$ cat src/rtl/spike_window_packer.sv
// Packs T_WINDOW single-bit spike beats into one pattern word with a valid/ready output and a
// one-window park slot. Optional running spike count on the output under SPIKE_PACKER_COUNT_EN.
module spike_window_packer #(
   parameter int unsigned T_WINDOW  = 16,
   parameter int unsigned CNT_W     = $clog2(T_WINDOW),
   parameter int unsigned SCORE_W   = $clog2(T_WINDOW + 1),
   parameter int unsigned WIN_CNT_W = 16
) (
   input  logic                 clk,
   input  logic                 rst,
   input  logic                 flush,
   input  logic                 in_valid,
   input  logic                 in_spike,
   output logic                 in_ready,
   output logic                 out_valid,
   input  logic                 out_ready,
   output logic [T_WINDOW-1:0]  out_pattern,
   output logic [WIN_CNT_W-1:0] win_count
`ifdef SPIKE_PACKER_COUNT_EN
   ,
   output logic [SCORE_W-1:0]   out_count
`endif
);

   typedef enum logic {
      StFill = 1'b0,
      StHold = 1'b1
   } state_e;

   localparam logic [CNT_W-1:0] LastIdx = CNT_W'(T_WINDOW - 1);

   state_e                 state_q, state_d;
   logic [T_WINDOW-1:0]    acc_q, acc_d;
   logic [CNT_W-1:0]       idx_q, idx_d;
   logic                   out_valid_q, out_valid_d;
   logic [T_WINDOW-1:0]    out_pattern_q, out_pattern_d;
   logic [WIN_CNT_W-1:0]   win_count_q, win_count_d;

   logic                   accept;
   logic                   last_beat;
   logic                   slot_free;
   logic                   xfer;
   logic                   load_live;
   logic                   park;
   logic                   load_park;
   logic [T_WINDOW-1:0]    full;

   assign in_ready    = (state_q == StFill) && !flush && !rst;
   assign accept      = in_valid && in_ready;
   assign last_beat   = accept && (idx_q == LastIdx);
   assign slot_free   = !out_valid_q || out_ready;
   assign xfer        = out_valid_q && out_ready;
   assign load_live   = last_beat && slot_free;
   assign park        = last_beat && !slot_free;
   assign load_park   = (state_q == StHold) && slot_free && !flush;

   assign out_valid   = out_valid_q;
   assign out_pattern = out_pattern_q;
   assign win_count   = win_count_q;

   always_comb begin
      full                = acc_q;
      full[T_WINDOW-1]    = in_spike;
   end

   always_comb begin
      state_d       = state_q;
      acc_d         = acc_q;
      idx_d         = idx_q;
      out_valid_d   = out_valid_q && !out_ready;
      out_pattern_d = out_pattern_q;
      win_count_d   = win_count_q + WIN_CNT_W'(xfer);

      if (flush) begin
         // Discards the partial or parked window; the output register is left alone.
         acc_d   = '0;
         idx_d   = '0;
         state_d = StFill;
      end else if (load_live) begin
         acc_d = '0;
         idx_d = '0;
      end else if (park) begin
         acc_d   = full;
         idx_d   = '0;
         state_d = StHold;
      end else if (accept) begin
         acc_d[idx_q] = in_spike;
         idx_d        = idx_q + CNT_W'(1);
      end else if (load_park) begin
         acc_d   = '0;
         state_d = StFill;
      end

      if (load_live) begin
         out_valid_d   = 1'b1;
         out_pattern_d = full;
      end else if (load_park) begin
         out_valid_d   = 1'b1;
         out_pattern_d = acc_q;
      end
   end

   always_ff @(posedge clk or posedge rst) begin
      if (rst) begin
         state_q       <= StFill;
         acc_q         <= '0;
         idx_q         <= '0;
         out_valid_q   <= 1'b0;
         out_pattern_q <= '0;
         win_count_q   <= '0;
      end else begin
         state_q       <= state_d;
         acc_q         <= acc_d;
         idx_q         <= idx_d;
         out_valid_q   <= out_valid_d;
         out_pattern_q <= out_pattern_d;
         win_count_q   <= win_count_d;
      end
   end

`ifdef SPIKE_PACKER_COUNT_EN
   logic [SCORE_W-1:0] cnt_acc_q, cnt_acc_d;
   logic [SCORE_W-1:0] out_count_q, out_count_d;

   // Running count tracks acc so the output count never needs a popcount of the pattern.
   always_comb begin
      cnt_acc_d   = cnt_acc_q;
      out_count_d = out_count_q;
      if (flush) begin
         cnt_acc_d = '0;
      end else if (load_live) begin
         out_count_d = cnt_acc_q + SCORE_W'(in_spike);
         cnt_acc_d   = '0;
      end else if (accept) begin
         cnt_acc_d = cnt_acc_q + SCORE_W'(in_spike);
      end else if (load_park) begin
         out_count_d = cnt_acc_q;
         cnt_acc_d   = '0;
      end
   end

   always_ff @(posedge clk or posedge rst) begin
      if (rst) begin
         cnt_acc_q   <= '0;
         out_count_q <= '0;
      end else begin
         cnt_acc_q   <= cnt_acc_d;
         out_count_q <= out_count_d;
      end
   end

   assign out_count = out_count_q;
`endif

endmodule

$ cat config.mk
export PLATFORM = sky130hd
export DESIGN_NAME = spike_window_packer
export DESIGN_NICKNAME = d
export VERILOG_FILES = /design/src/rtl/spike_window_packer.sv
export SDC_FILE = /design/constraint.sdc
export NUM_CORES = 1
export LEC_CHECK = 0
export ABC_AREA = 1
export ABC_CLOCK_PERIOD_IN_PS = 1570
export BUFFER_PORTS_ARGS = -buffer_cell sky130_fd_sc_hd__buf_2
export CORE_ASPECT_RATIO = 1.1
export CORE_MARGIN = 8
export CORE_UTILIZATION = 51
export CTS_CLUSTER_SIZE = 10
export DETAILED_ROUTE_END_ITERATION = 6
export PLACE_DENSITY = 0.76
export SETUP_SLACK_MARGIN = 0.5
export SLEW_MARGIN = 0
export SYNTH_ARGS = -nofsm -noshare
export SYNTH_HDL_FRONTEND = slang
export SYNTH_SLANG_ARGS = --single-unit
$ cat constraint.sdc
create_clock -name clk -period 1.57 [get_ports clk]
set_input_delay 0.157 -clock clk [delete_from_list [all_inputs] [get_ports clk]]
set_output_delay 0.157 -clock clk [all_outputs]
set_load 0.01 [all_outputs]
==> results of run 1 <==
==> final cells by class <==
class | instances | area (um2)
Clock buffer | 6 | 82.6
Clock inverter | 2 | 16.3
Fill cell | 318 | 1190
Inverter | 21 | 111
Multi-Input combinational cell | 235 | 1550
Sequential cell | 54 | 1350
Tap cell | 58 | 72.6
Timing Repair Buffer | 81 | 609
Timing Repair inverter | 1 | 11.3
==> power by group <==
part           internal (W)  switching, W  leakage [nW]
clock              0.000364      0.000477        0.0478
combinational     0.0000718      0.000134          1.27
sequential          0.00140    0.00000907         0.728
total               0.00183      0.000620          2.05
==> cell usage after synthesis (2+ instances only) <==
| cell | count | area share |
|---|---|---|
| xnor2_1 | 3 | 0.010 |
| ha_1 | 6 | 0.029 |
| dfrtp_1 | 54 | 0.51 |
| xor2_1 | 12 | 0.040 |
| nand4_1 | 2 | 0.0048 |
| buf_4 | 4 | 0.011 |
| clkinv_1 | 2 | 0.0029 |
| o21ai_0 | 4 | 0.0076 |
| nand2_2 | 4 | 0.0095 |
| inv_1 | 16 | 0.023 |
| nor2_4 | 3 | 0.013 |
| nand3_1 | 35 | 0.067 |
| buf_6 | 2 | 0.0086 |
| a21oi_1 | 2 | 0.0038 |
| nand2_1 | 130 | 0.19 |
| nor2_1 | 18 | 0.026 |
| nor3_1 | 6 | 0.011 |
==> flip-flops by register name (all words and copies together) (netlist names) <==
| name | count |
|---|---|
| out_pattern | 16 |
| out_valid | 1 |
| state_q | 1 |
| idx_q | 4 |
| acc_q | 16 |
| win_count | 16 |
==> cell families after synthesis <==
family	count (synthesis)
compound gates	8
xor+xnor	15
fa+ha+maj	6
buf+inv	28
flops	54
simple gates	204
==> final timing paths <==
check / start / endpoint / slack [ps] / depth (start not counted)
worst min-delay path: in_spike / acc_q[15] / 100 / 3
worst max register to register: idx_q[0] / acc_q[14] / 60 / 8
worst min register to register: win_count[15] / win_count[15] / 470 / 1
min in group asynchronous: rst / win_count[0] / 110 / 3
worst max-delay path: idx_q[0] / acc_q[14] / 60 / 8
max in group asynchronous: rst / idx_q[2] / 960 / 3
==> worst max-delay path: stages (launching register included) <==
cell,delay [ps]
dfrtp_1,440
ha_4,200
nand2_4,90
nor2_4,40
nor2_4,160
inv_2,70
nor2_4,230
nand3_2,110
nand2_1,100
==> layer usage <==
| layer | share of wire | GRT usage | vias to the layer above |
|---|---|---|---|
| met2 | 0.53 | 0.310 | 98 |
| li1 | - | - | 1170 |
| met4 | 0.023 | 0.0728 | 0 |
| met1 | 0.38 | 0.193 | 1193 |
| met5 | 0 | 0 | - |
| met3 | 0.065 | 0.0378 | 17 |
==> repair_timing <==
| action | CTS | global route |
|---|---|---|
| pin swaps | 38 | 23 |
| setup endpoints to repair | 55 | 64 |
| cloned | 2 | 1 |
| buffers inserted | 17 | 13 |
| gates resized for setup | 68 | 29 |
==> stage by stage <==
stage	hold WS (ps)	area, um2	worst slack (ps)	std cells	setup TNS (ps)
detailed placement	429	3040	90.0	417	0
global route	103	3810	-7.24	458	-7.24
global placement	423	3040	122	417	0
finish	99.6	3810	64.3	458	0
CTS	110	3550	133	444	0
floorplan	241	2740	-361	315	-11140
==> run_results.csv, run 1 <==
group,metric,value,unit
global_route,grt_pass1_vias,2443,
sta,setup_viol,0,
logic_synthesis,synth_top_family_by_area,"simple AND/OR/NAND/NOR gates",
cells_and_area,layout_common_cells,"nand2_1, dfrtp_1, buf_2, nand2_2, buf_4",
sta,tightest_slew,671,ps
routing,routed_wl,7.45,mm
routing,ant_nets,0,
logic_synthesis,yosys_register_bits,54,
clocking,clock_latency,310,ps
logic_synthesis,yosys.cell_types.count,29,
routing,drcViolationCount,0,
power,p_leak,2.05,nW
routing,dr_total_vias,2478,
critical_path,critPathKind,"reg -> reg",
clocking,numCtsBuffers,5,
cells_and_area,fin_util,0.761,
sta,hold_viol,0,
clocking,cts_htree_levels,2,
routing,drt_iter0_markers,177,
logic_synthesis,synth_edf_count,0,
critical_path,cp_max_fo,8,
cells_and_area,num_antenna_cells,0,
sta,skew,10.6,ps
power,ir_worst_vdd,0.000588,V
floorplan,start_util,0.526,
clocking,clk_pin_slew_worst_paths,110,ps
outcome,outcome,"finished, final reports clean",
routing,dr.pass1.iters,4,
clocking,cts_hold_buf,0,
clocking,cts_tree,"done",
hold_path,hp-class,"in -> reg",
logic_synthesis,yosys_warnings,0,
sta,min_period,1510,ps
power,p_per_area,645,nW/um2
cells_and_area,area_growth,44.7,%
logic_synthesis,synth_seq_area_share,0.514,
flow_run,drv_cap,0,
logic_synthesis,netlist_area,2630,um2
placed_design,port_buffers,39,
sta,max_slew_margin,0.552,
global_route,antenna_found_initial,0,
sta,maxSlewViolCount,0,
logic_synthesis,synthArstFlopShare,1.00,
placed_design,place_congestion,0.893,
cells_and_area,layout.nets,411,
logic_synthesis,avgSynthCellArea,8.35,um2
sta,period_share,0.959,
critical_path,cp.arrival,1740,ps
logic_synthesis,synthFlopType,"dfrtp_1",
routing,drt-vias-per-instance,5.41,
global_route,grt_max_degree,55,
logic_synthesis,synthXorXnorAreaFrac,0.0499,
placed_design,place_hpwl,4.08,mm
clocking,clk_path_buf_depth,2,
global_route,track_usage,0.173,
global_route,grt_pass1_wl,11.1,mm
floorplan,die_y,91.3,um
floorplan,die_area,7720,um2
floorplan,design.core.area,5000,um2
logic_synthesis,synth_fp_nets,327,
sta,rsz0062_at_grt,"true",
logic_synthesis,synth-simple-area-share,0.339,
cells_and_area,drive_above_1_share,0.435,
floorplan,dieWidth,84.5,um
routing,wire_per_inst,16.3,um
clocking,clock-root-buffer,"clkbuf_8",
critical_path,start_kind,"flip-flop",
floorplan,num_io_pins,40,
logic_synthesis,synth_fa_ha_area_frac,0.0285,
clocking,clkSinkCount,54,
logic_synthesis,synth_compound_area_frac,0.0157,
power,power.total,0.00245,W
cells_and_area,final_common_cell,"nand2_1",
logic_synthesis,synthCells,315,
critical_path,crit_required,1810,ps
critical_path,end_kind,"flip-flop",
floorplan,rows,27,
sta,max_freq,664,MHz
logic_synthesis,synthMuxAreaShare,0,
global_route,grt.overflow.total,0,
Note: power is estimated with default switching activity, not from simulation.
==> run 2, diff against run 1 <==
--- a/config.mk
+++ b/config.mk
@@ -13,6 +13,7 @@
 export CORE_UTILIZATION = 51
 export CTS_CLUSTER_SIZE = 10
 export DETAILED_ROUTE_END_ITERATION = 6
+export HOLD_SLACK_MARGIN = 0.1
 export PLACE_DENSITY = 0.76
 export SETUP_SLACK_MARGIN = 0.5
 export SLEW_MARGIN = 0
==> constraint.sdc (replaced) <==
create_clock -name clk -period 1.57 [get_ports clk]
set_input_delay 0.157 -clock clk [delete_from_list [all_inputs] [get_ports clk]]
set_output_delay 0.157 -clock clk [all_outputs]
set_load 0.05 [all_outputs]
==> run_results.csv, run 2 (synthesis results as in run 1) <==
group,metric,value,unit
sta,max_slew_margin,0.523,
power,p_per_area,612,nW/um2
global_route,track_usage,0.222,
critical_path,cp_max_fo,8,
critical_path,crit_chain,"nor2_2, nand3_4, nor2_4, buf_8, nand2_8, nand3_1, nand2_1, nand2_1",
critical_path,cp_top_family,"simple AND/OR/NAND/NOR gates",
critical_path,worst-path-buf-inv,1,
sta,min_period,1630,ps
critical_path,crit_required,1830,ps
global_route,grt_max_degree,55,
cells_and_area,layout.nets,439,
critical_path,critPathMaxStageDelay,420,ps
clocking,clk_pin_slew_worst_paths,110,ps
cells_and_area,final_common_cell,"nand2_1",
routing,dr.pass1.iters,6,
routing,wire_per_inst,22.2,um
critical_path,end_kind,"flip-flop",
routing,routed_wl,10.8,mm
critical_path,worst-path-stages,8,
clocking,clock-root-buffer,"clkbuf_8",
cells_and_area,fin_util,0.882,
clocking,cts_htree_levels,2,
global_route,grt_pass1_wl,13.8,mm
routing,drt_iter0_markers,327,
routing,ant_nets,0,
cells_and_area,layout_common_cells,"nand2_1, dfrtp_1, buf_4, buf_6, nand2_2",
sta,finalSetupTns,-99.1,ps
floorplan,die_area,7720,um2
global_route,grt_pass1_vias,2766,
clocking,clk_path_buf_depth,2,
floorplan,design.core.area,5000,um2
power,p_leak,2.24,nW
sta,finalWorstSetupSlack,-61.8,ps
floorplan,num_io_pins,40,
cells_and_area,area_growth,67.6,%
floorplan,start_util,0.526,
sta,setup_viol,3,
placed_design,post-place-ws,5.99,ps
critical_path,cp.arrival,1890,ps
routing,drcViolationCount,0,
global_route,antenna_found_initial,0,
hold_path,hp-class,"in -> reg",
sta,skew,10.6,ps
placed_design,place_hpwl,3.88,mm
sta,max_freq,613,MHz
sta,period_share,1.04,
clocking,cts_hold_buf,0,
cells_and_area,drive_above_1_share,0.548,
clocking,clock_latency,330,ps
power,power.total,0.00270,W
sta,maxSlewViolCount,0,
floorplan,die_y,91.3,um
hold_path,worstHoldPathCells,3,
placed_design,place_congestion,0.846,
critical_path,start_kind,"flip-flop",
sta,tightest_slew,715,ps
routing,dr_total_vias,2891,
floorplan,rows,27,
power,ir_worst_vdd,0.000557,V
critical_path,slowest_stage,"dfrtp_1",
flow_run,drv_cap,0,
global_route,grt.overflow.total,0,
outcome,violations,"setup timing",
critical_path,r2r_cells,8,
clocking,clkSinkCount,54,
critical_path,crit_top_cell,"nand2_1",
cells_and_area,num_antenna_cells,0,
sta,rsz0062_at_grt,"true",
clocking,cts_tree,"done",
sta,hold_viol,0,
floorplan,dieWidth,84.5,um
outcome,outcome,"finished with violations",
clocking,numCtsBuffers,5,
routing,drt-vias-per-instance,5.96,
placed_design,port_buffers,39,
critical_path,critPathKind,"reg -> reg",
[run 2: repair_timing]
| item | CTS | global route |
|---|---|---|
| gates cloned | 6 | 0 |
| buffers inserted | 27 | 29 |
| hold endpoints to repair | 0 | 0 |
| pin swaps | 24 | 41 |
| endpoints found under the setup margin | 85 | 86 |
| gates resized for setup | 154 | 76 |
[run 2: power breakdown]
| part | switching, W | total, W | leakage (nW) | internal [W] |
|---|---|---|---|---|
| Combinational | 0.000178 | 0.000279 | 1.46 | 0.000101 |
| Sequential | 0.0000100 | 0.00141 | 0.725 | 0.00140 |
| Clock | 0.000499 | 0.00101 | 0.0573 | 0.000512 |
[run 2: final cells by class]
type / count / area, um2
multi-input combinational: 237 / 1740
timing repair buffer: 107 / 1010
timing repair inverter: 1 / 11.3
tap: 58 / 72.6
sequential: 54 / 1360
clock inverter: 1 / 30.0
fill: 200 / 591
inverter: 21 / 110
clock buffer: 6 / 82.6
[run 2: path summary, 6_finish.rpt]
| check | startpoint | endpoint | slack, ps |
|---|---|---|---|
| max in group asynchronous | rst | idx_q[2] | 930 |
| setup reg to reg | state_q | acc_q[2] | -60 |
| hold / removal | in_spike | acc_q[15] | 90 |
| hold reg to reg | acc_q[4] | out_pattern[4] | 480 |
| min in group asynchronous | rst | win_count[1] | 110 |
| setup / recovery | state_q | acc_q[2] | -60 |
[run 2: layer usage]
| metal | GRT usage | share of wire | vias to the layer above |
|---|---|---|---|
| li1 | - | - | 1222 |
| met1 | 0.235 | 0.35 | 1384 |
| met2 | 0.398 | 0.49 | 208 |
| met3 | 0.0550 | 0.086 | 77 |
| met4 | 0.114 | 0.074 | 0 |
| met5 | 0 | 0 | - |
[run 2: through the flow]
step                      cell area (um2)  hold slack (ps)  cells
after global routing                 4410              105    485
final                                4410             94.5    485
after global placement               2940              416    416
after floorplan                      2660              241    315
after CTS                            3880              102    456
after detailed placement             2940              435    416
[run 2: worst reg2reg max path, cell delays in order, from the launching register on]
cell and delay [ps]:
dfrtp_1 420, nor2_2 150, nand3_4 160, nor2_4 180, buf_8 180, nand2_8 100
nand3_1 170, nand2_1 110, nand2_1 100
